**src/rtl/key_event_queue_pkg.sv**
```systemverilog
// Shared definitions for the key event queue.
// Default geometry and entry layout helpers.
package key_event_queue_pkg;

  localparam int KEY_WIDTH_DEF  = 4;
  localparam int CODE_W_DEF     = 2;
  localparam int FIFO_DEPTH_DEF = 4;
  localparam int PTR_W_DEF      = 2;

  // Queued entry is {multi, code}
  function automatic int entry_w(input int code_w);
    return code_w + 1;
  endfunction

endpackage

```
**src/rtl/key_evt_fifo.sv**
```systemverilog
// Generic synchronous show-ahead FIFO.
// Pointers and count reset; storage is not.
module key_evt_fifo #(
  parameter int WIDTH = 3,
  parameter int DEPTH = 4,
  parameter int PTR_W = 2
) (
  input  logic             clk,
  input  logic             rst_n,
  input  logic             wr_en,
  input  logic [WIDTH-1:0] wr_data,
  input  logic             rd_en,
  output logic [WIDTH-1:0] dout,
  output logic [PTR_W:0]   count,
  output logic             full,
  output logic             empty
);

  logic [WIDTH-1:0] mem [DEPTH];
  logic [PTR_W-1:0] wr_ptr;
  logic [PTR_W-1:0] rd_ptr;

  assign dout  = mem[rd_ptr];
  assign full  = (count == (PTR_W+1)'(DEPTH));
  assign empty = (count == '0);

  // Storage write, no reset needed
  always_ff @(posedge clk) begin
    if (wr_en) mem[wr_ptr] <= wr_data;
  end

  // Pointers wrap naturally at power-of-two depth
  always_ff @(posedge clk or negedge rst_n) begin
    if (!rst_n) begin
      wr_ptr <= '0;
      rd_ptr <= '0;
    end else begin
      if (wr_en) wr_ptr <= wr_ptr + PTR_W'(1);
      if (rd_en) rd_ptr <= rd_ptr + PTR_W'(1);
    end
  end

  // Occupancy kept as its own counter
  always_ff @(posedge clk or negedge rst_n) begin
    if (!rst_n) begin
      count <= '0;
    end else begin
      case ({wr_en, rd_en})
        2'b10:   count <= count + (PTR_W+1)'(1);
        2'b01:   count <= count - (PTR_W+1)'(1);
        default: count <= count;
      endcase
    end
  end

endmodule

```
**src/rtl/key_event_queue.sv**
```systemverilog
// Encodes debounced key strobes and queues them
// for a valid/ready consumer, with sticky overflow.
module key_event_queue
  import key_event_queue_pkg::*;
#(
  parameter int KEY_WIDTH  = KEY_WIDTH_DEF,
  parameter int CODE_W     = CODE_W_DEF,
  parameter int FIFO_DEPTH = FIFO_DEPTH_DEF,
  parameter int PTR_W      = PTR_W_DEF
) (
  input  logic                 clk,
  input  logic                 rst_n,
  input  logic                 key_flag,
  input  logic [KEY_WIDTH-1:0] key_value,
  output logic                 evt_valid,
  input  logic                 evt_ready,
  output logic [CODE_W-1:0]    evt_code,
  output logic                 evt_multi,
  output logic [PTR_W:0]       fifo_count,
  output logic                 overflow,
  input  logic                 clr_overflow
);

  localparam int EW = entry_w(CODE_W);

  logic [CODE_W-1:0] enc_code;
  logic              enc_multi;
  logic              push_req;
  logic              pop;
  logic              wr_en;
  logic              ov_set;
  logic              full;
  logic              empty;
  logic [EW-1:0]     head;
  logic [EW-1:0]     hold_q;

  // Lowest set bit wins; scan from the top down
  always_comb begin
    enc_code = '0;
    for (int i = KEY_WIDTH - 1; i >= 0; i--) begin
      if (key_value[i]) enc_code = CODE_W'(i);
    end
  end

  // More than one bit set if clearing the lowest leaves any
  assign enc_multi =
    |(key_value & (key_value - KEY_WIDTH'(1)));

  assign push_req = key_flag && (key_value != '0);
  assign pop      = !empty && evt_ready;
  assign wr_en    = push_req && (!full || pop);
  assign ov_set   = push_req && full && !pop;

  key_evt_fifo #(
    .WIDTH (EW),
    .DEPTH (FIFO_DEPTH),
    .PTR_W (PTR_W)
  ) u_fifo (
    .clk     (clk),
    .rst_n   (rst_n),
    .wr_en   (wr_en),
    .wr_data ({enc_multi, enc_code}),
    .rd_en   (pop),
    .dout    (head),
    .count   (fifo_count),
    .full    (full),
    .empty   (empty)
  );

  // Remember the head so outputs hold once drained
  always_ff @(posedge clk or negedge rst_n) begin
    if (!rst_n) hold_q <= '0;
    else if (!empty) hold_q <= head;
  end

  assign evt_valid = !empty;
  assign {evt_multi, evt_code} = empty ? hold_q : head;

  // Sticky overflow; a new drop beats a clear
  always_ff @(posedge clk or negedge rst_n) begin
    if (!rst_n) overflow <= 1'b0;
    else if (ov_set) overflow <= 1'b1;
    else if (clr_overflow) overflow <= 1'b0;
  end

endmodule
```
**config.mk**
```make
export PLATFORM = sky130hd
export DESIGN_NAME = key_event_queue
export DESIGN_NICKNAME = d
export VERILOG_FILES = /design/src/rtl/key_event_queue_pkg.sv /design/src/rtl/key_evt_fifo.sv /design/src/rtl/key_event_queue.sv
export SDC_FILE = /design/constraint.sdc
export NUM_CORES = 1
export LEC_CHECK = 0
export CAP_MARGIN = 0
export CORE_MARGIN = 8
export CORE_UTILIZATION = 55
export CTS_BUF_LIST = sky130_fd_sc_hd__clkbuf_8 sky130_fd_sc_hd__clkbuf_16
export CTS_CLUSTER_DIAMETER = 100
export CTS_CLUSTER_SIZE = 40
export DETAILED_ROUTE_END_ITERATION = 10
export GPL_ROUTABILITY_DRIVEN = 0
export HOLD_SLACK_MARGIN = 0.12
export PLACE_DENSITY = 0.83
export SETUP_SLACK_MARGIN = 0.05
export SLEW_MARGIN = 20
export SYNTH_ARGS = -nofsm -noshare
export SYNTH_HDL_FRONTEND = slang
export SYNTH_SLANG_ARGS = --single-unit
```
**constraint.sdc**
```tcl
create_clock -name clk -period 6.7 [get_ports clk]
set_clock_uncertainty 0.1 [all_clocks]
set_input_delay 1.34 -clock clk [delete_from_list [all_inputs] [get_ports clk]]
set_output_delay 1.34 -clock clk [all_outputs]
set_load 0.02 [all_outputs]
```
# Word level (Yosys, flattened, before mapping)
# Memory sizes are Yosys's and may differ from the RTL's.
# Index checks and enable logic that the tools add are counted.
# op_classes
n_shift	0
n_reduce_logical	14
multipliers	0
eq_ne	3
add_sub_neg	5
bitwise	1
div_mod_pow	0
muxes	10
magnitude_cmp	0
# ops
op	n
two-way mux 2 bit	4
case mux 3 bit (2 select lines)	1
logical AND 1 bit	5
adder 2 x 1 -> 2 bit, second input constant	2
bitwise AND 4 bit	1
two-way mux 1 bit	4
nonzero test 2 bit	2
nonzero test 4 bit	1
OR reduction 4 bit	1
subtractor 4 x 1 -> 4 bit, second input constant	1
adder 3 x 1 -> 3 bit, second input constant	1
== test 3 bit, second input constant	1
zero test 1 bit	3
zero test 3 bit	1
two-way mux 3 bit	1
subtractor 3 x 1 -> 3 bit, second input constant	1
== test 2 x 1 -> 1 bit, second input constant	1
== test 2 bit, second input constant	1
logical OR 1 bit	1
# word_totals
input_bits	9
ramBits	12
reg_bits	11
output_inout_bits	8
elab_cells	39
rom_bits	0
memories	1
latchBits	0
# memory_table
memory	words	word_bits	read_ports	rd_ports_with_merged_regs	write_ports	line	text
u_fifo.mem	4	3	1	0	1	key_evt_fifo.sv:19	logic [WIDTH-1:0] mem [DEPTH];

# Depth between registers and ports, before layout
# logic_depth
word_depth	7
mapped_depth	9
ltp_nobuf	9

# Hierarchy
# From an unflattened synthesis, not the netlist that was laid out.
# hier_totals
hier_cells	74
area_unflattened_um2	1061.0
# by_module_without_submodules
module	cells_per_inst	area_per_inst_um2	n_inst
key_evt_fifo	52	834.6	1
key_event_queue	22	226.5	1

# Worst setup path before layout
# OpenSTA, ideal clock, no wires.
# synth_path
path_kind	input port to flip-flop
from	input evt_ready
to	register u_fifo.count[2]
slack_ns	3.533
stages	9
arrival_ns	2.988
path_cell_list	or4b_4 > nor2b_4 > inv_1 > ha_1 > inv_1 > fa_1 > xor2_1 > nor2_1 > xor2_1
# synth_between
elab_chain_len	5
# synth_rtl
element	line	text
from (decl)	key_event_queue.sv:16	input logic evt_ready,
logical AND 1 bit (*)	key_event_queue.sv:50	assign pop = !empty && evt_ready;
logical OR 1 bit	key_event_queue.sv:51	assign wr_en = push_req && (!full || pop);
logical AND 1 bit	key_event_queue.sv:51	
== test 2 x 1 -> 1 bit / == test 2 bit (equally long branches)	key_evt_fifo.sv:48	case ({wr_en, rd_en})
case mux 3 bit (2 select lines) / nonzero test 2 bit (equally long branches)	n/a	
to (signal assigned)	key_evt_fifo.sv:49	2'b10: count <= count + (PTR_W+1)'(1);
to (signal assigned)	key_evt_fifo.sv:50	2'b01: count <= count - (PTR_W+1)'(1);
to (signal assigned)	key_evt_fifo.sv:51	default: count <= count;
to (decl)	key_evt_fifo.sv:14	output logic [PTR_W:0] count,
# Mark *: on every way between the ends. The rest lies on a longest branch, timed or not.
# A chain may end at the register's enable or synchronous reset.

# Final worst setup path
# layout_path
from	register u_fifo.rd_ptr[0]
to	output evt_code[0]
# layout_between
elab_chain_len	2
# layout_rtl
element	line	text
from (decl)	key_evt_fifo.sv:21	logic [PTR_W-1:0] rd_ptr;
from (signal assigned)	key_evt_fifo.sv:39	if (rd_en) rd_ptr <= rd_ptr + PTR_W'(1);
memory (4 x 3 bit)	n/a	
two-way mux 3 bit	n/a	
to (decl)	key_event_queue.sv:17	output logic [CODE_W-1:0] evt_code,
# Every way passes these cells.

==> results.json <==
{
  "status": "completed",
  "synthesis.area_sq_um": 1080,
  "yosys_warnings": 0,
  "synth_enable_flop_cells": 12,
  "hold_start": "hold_q[2]",
  "numCtsBuffers": 3,
  "path_max_fanout": 5,
  "ys_ff_latch": 23,
  "route.detailed.drc": 0,
  "critPathRequiredTime_ns": 5.26,
  "synth_area_leaders": "edfxtp_1 33%, dfrtp_1 26%, mux4_2 6.3%",
  "synth_xor_area_share_pct": 4.88,
  "cts_tree": "built",
  "cts_setup_buffers": 0,
  "synth.net_count": 88,
  "fp.dieW_um": 60.2,
  "startpoint": "u_fifo.rd_ptr[0]",
  "cts-root-buf": "clkbuf_8",
  "drt_iter0_drc": 18,
  "path_clk_slew_ns": 0.08,
  "row_count": 16,
  "endpoint": "evt_code[0]",
  "synthArstFlopShare_pct": 47.8,
  "synth_compound_area_share_pct": 2.56,
  "cellLeakagePower_nw": 0.532,
  "r2r-start": "u_fifo.count[0]",
  "ff2ff_path_depth": 9,
  "cpPeakStageDelay_ns": 0.54,
  "dieArea_sq_um": 3630,
  "avgSynthCellArea_sq_um": 14.7,
  "drive_above_1_share_pct": 19.8,
  "coreArea_sq_um": 1900,
  "drt-pass1-iter-count": 4,
  "min_period_over_period_pct": 53.2,
  "max-cap-violations": 0,
  "crit_arrival_ns": 2.12,
  "cts_resized": 0,
  "antenna_left": 0,
  "relSlewSlack_pct": 66.0,
  "initial_core_util_pct": 56.6,
  "grt_usage_pct": 11.6,
  "p_per_area_nw_per_um2": 430,
  "period_minus_slack_ns": 3.56,
  "synth_fa_ha_area_share_pct": 8.60,
  "synthMuxAreaShare_pct": 11.7,
  "startpoint_type": "register",
  "yosys-top-cells-count": "12 x edfxtp_1, 11 x dfrtp_1, 8 x inv_1, 5 x ha_1, 5 x nor2_1",
  "rsz0062_at_grt": "false",
  "power_w": 0.000563,
  "r2r-end": "u_fifo.count[2]",
  "grt_max_degree": 14,
  "dp_hpwl_um": 1440,
  "viasPerCell": 5.21,
  "clkLatencyLatePin_ns": 0.26,
  "cts_sinks": 23,
  "grt_pass1_wl_um": 3010,
  "cts-htree-levels": 1,
  "postSynthCellCount": 73,
  "clockBufferDepth": 2,
  "peakVddDrop_mv": 0.218,
  "slowest_stage": "mux4_2",
  "syn_to_final_growth_pct": 21.6,
  "finalSetupTns_ns": 0,
  "ys_seq_area_share_pct": 59.1,
  "synth_top_family_by_area": "multiplexers",
  "hold_buffers": 0,
  "dr_total_vias": 615,
  "synth_cell_types": 24,
  "final_hold_viol_count": 0,
  "cp-end-kind": "primary output",
  "reg2reg_slack_ns": 4.26,
  "synth_most_common_cell": "edfxtp_1",
  "path_cells": "mux4_2, mux2_2, clkdlybuf4s50_1",
  "first_global_vias": 669,
  "die_height_um": 60.2,
  "grt_overflow": 0,
  "synth_top_cell_by_area": "edfxtp_1",
  "yosysTopAreaCellShare_pct": 33.5,
  "antenna_found_initial": 0,
  "port_buffers": 16,
  "max_freq_ghz": 0.281,
  "worstSetupPathType": "reg -> out",
  "setup_viol": 0,
  "synthSimpleGateAreaFrac_pct": 9.65,
  "drv_slew": 0,
  "ys.flop_type": "edfxtp_1",
  "diodes": 0,
  "wl_per_cell_um": 15.4,
  "pin_count": 17,
  "routed_wl_um": 1820,
  "tightestPinTransition_ns": 0.508,
  "fin_nets": 107,
  "hold_class": "reg -> reg"
}
==> final cells by class <==
type | instances | area [sq um]
Tap cell | 27 | 33.8
Clock buffer | 3 | 41.3
Sequential cell | 23 | 636
Clock inverter | 1 | 5.00
Inverter | 8 | 30.0
Timing Repair Buffer | 16 | 160
Multi-Input combinational cell | 40 | 403
Fill cell | 131 | 593
==> worst max-delay path, delay by kind of cell (launching register included) <==
family	cells	cell delay, ns
flops	1	0.50
mux	2	0.83
buf+inv	1	0.54
==> routing by layer <==
metal  vias to the layer above  share of wire (%)  track usage, %
li1                        287                  -               -
met4                         0                2.9            8.16
met5                         -                  0               0
met2                        22                 52            20.4
met1                       300                 38            11.5
met3                         6                6.5            2.80
==> worst min path at each step <==
| stage | endpoint | cells past startpoint |
|---|---|---|
| after floorplan | u_fifo.rd_ptr[1] | 1 |
| after global routing | hold_q[1] | 1 |
| final | hold_q[2] | 1 |
| after detailed placement | hold_q[1] | 1 |
| after global placement | hold_q[0] | 1 |
| after CTS | hold_q[1] | 1 |
==> registers in the layout, indices dropped and copies added (netlist names) <==
signal and count:
hold_q 3, overflow 1, u_fifo.count 3, u_fifo.mem 12
u_fifo.rd_ptr 2, u_fifo.wr_ptr 2
==> cells in the final DEF (no fill, tap or decap) <==
cell,count
a21oi_1,1
nor2b_4,1
clkinv_2,1
mux4_2,3
xor2_1,3
and2_1,1
xnor2_1,3
maj3_1,1
or3_1,1
clkdlybuf4s50_1,16
o22ai_1,1
fa_1,1
nor3_1,2
mux2_2,3
edfxtp_1,12
nor2_1,5
o41ai_2,1
inv_1,8
dfrtp_1,11
nand3_1,1
ha_1,5
and2_2,4
clkbuf_8,3
mux2i_1,1
or4b_4,1
mux2_4,1
==> cell families after synthesis <==
group / Yosys count
xor+xnor: 6
fa+ha+maj: 7
mux: 8
flops: 23
buf+inv: 10
simple gates: 16
compound gates: 3
==> stage by stage <==
step | cell area (sq um) | hold slack (ns) | setup slack (ns) | util (%) | std cells
6_report | 1310 | 0.403 | 3.14 | 68.8 | 118
5_1_grt | 1310 | 0.412 | 3.06 | 68.8 | 118
4_1_cts | 1310 | 0.405 | 3.11 | 68.8 | 118
3_5_place_dp | 1260 | 0.387 | 2.96 | 66.4 | 114
3_3_place_gp | 1260 | 0.383 | 2.99 | 66.4 | 114
2_1_floorplan | 1080 | 0.406 | 3.53 | - | 73
==> where the power goes <==
part	total, W	internal [W]	switching [W]
logic	0.000245	0.000132	0.000114
clock network	0.0000842	0.0000414	0.0000428
registers	0.000234	0.000198	0.0000351
total	0.000563	0.000372	0.000192
No activity file was read; power rests on OpenSTA's default activity.
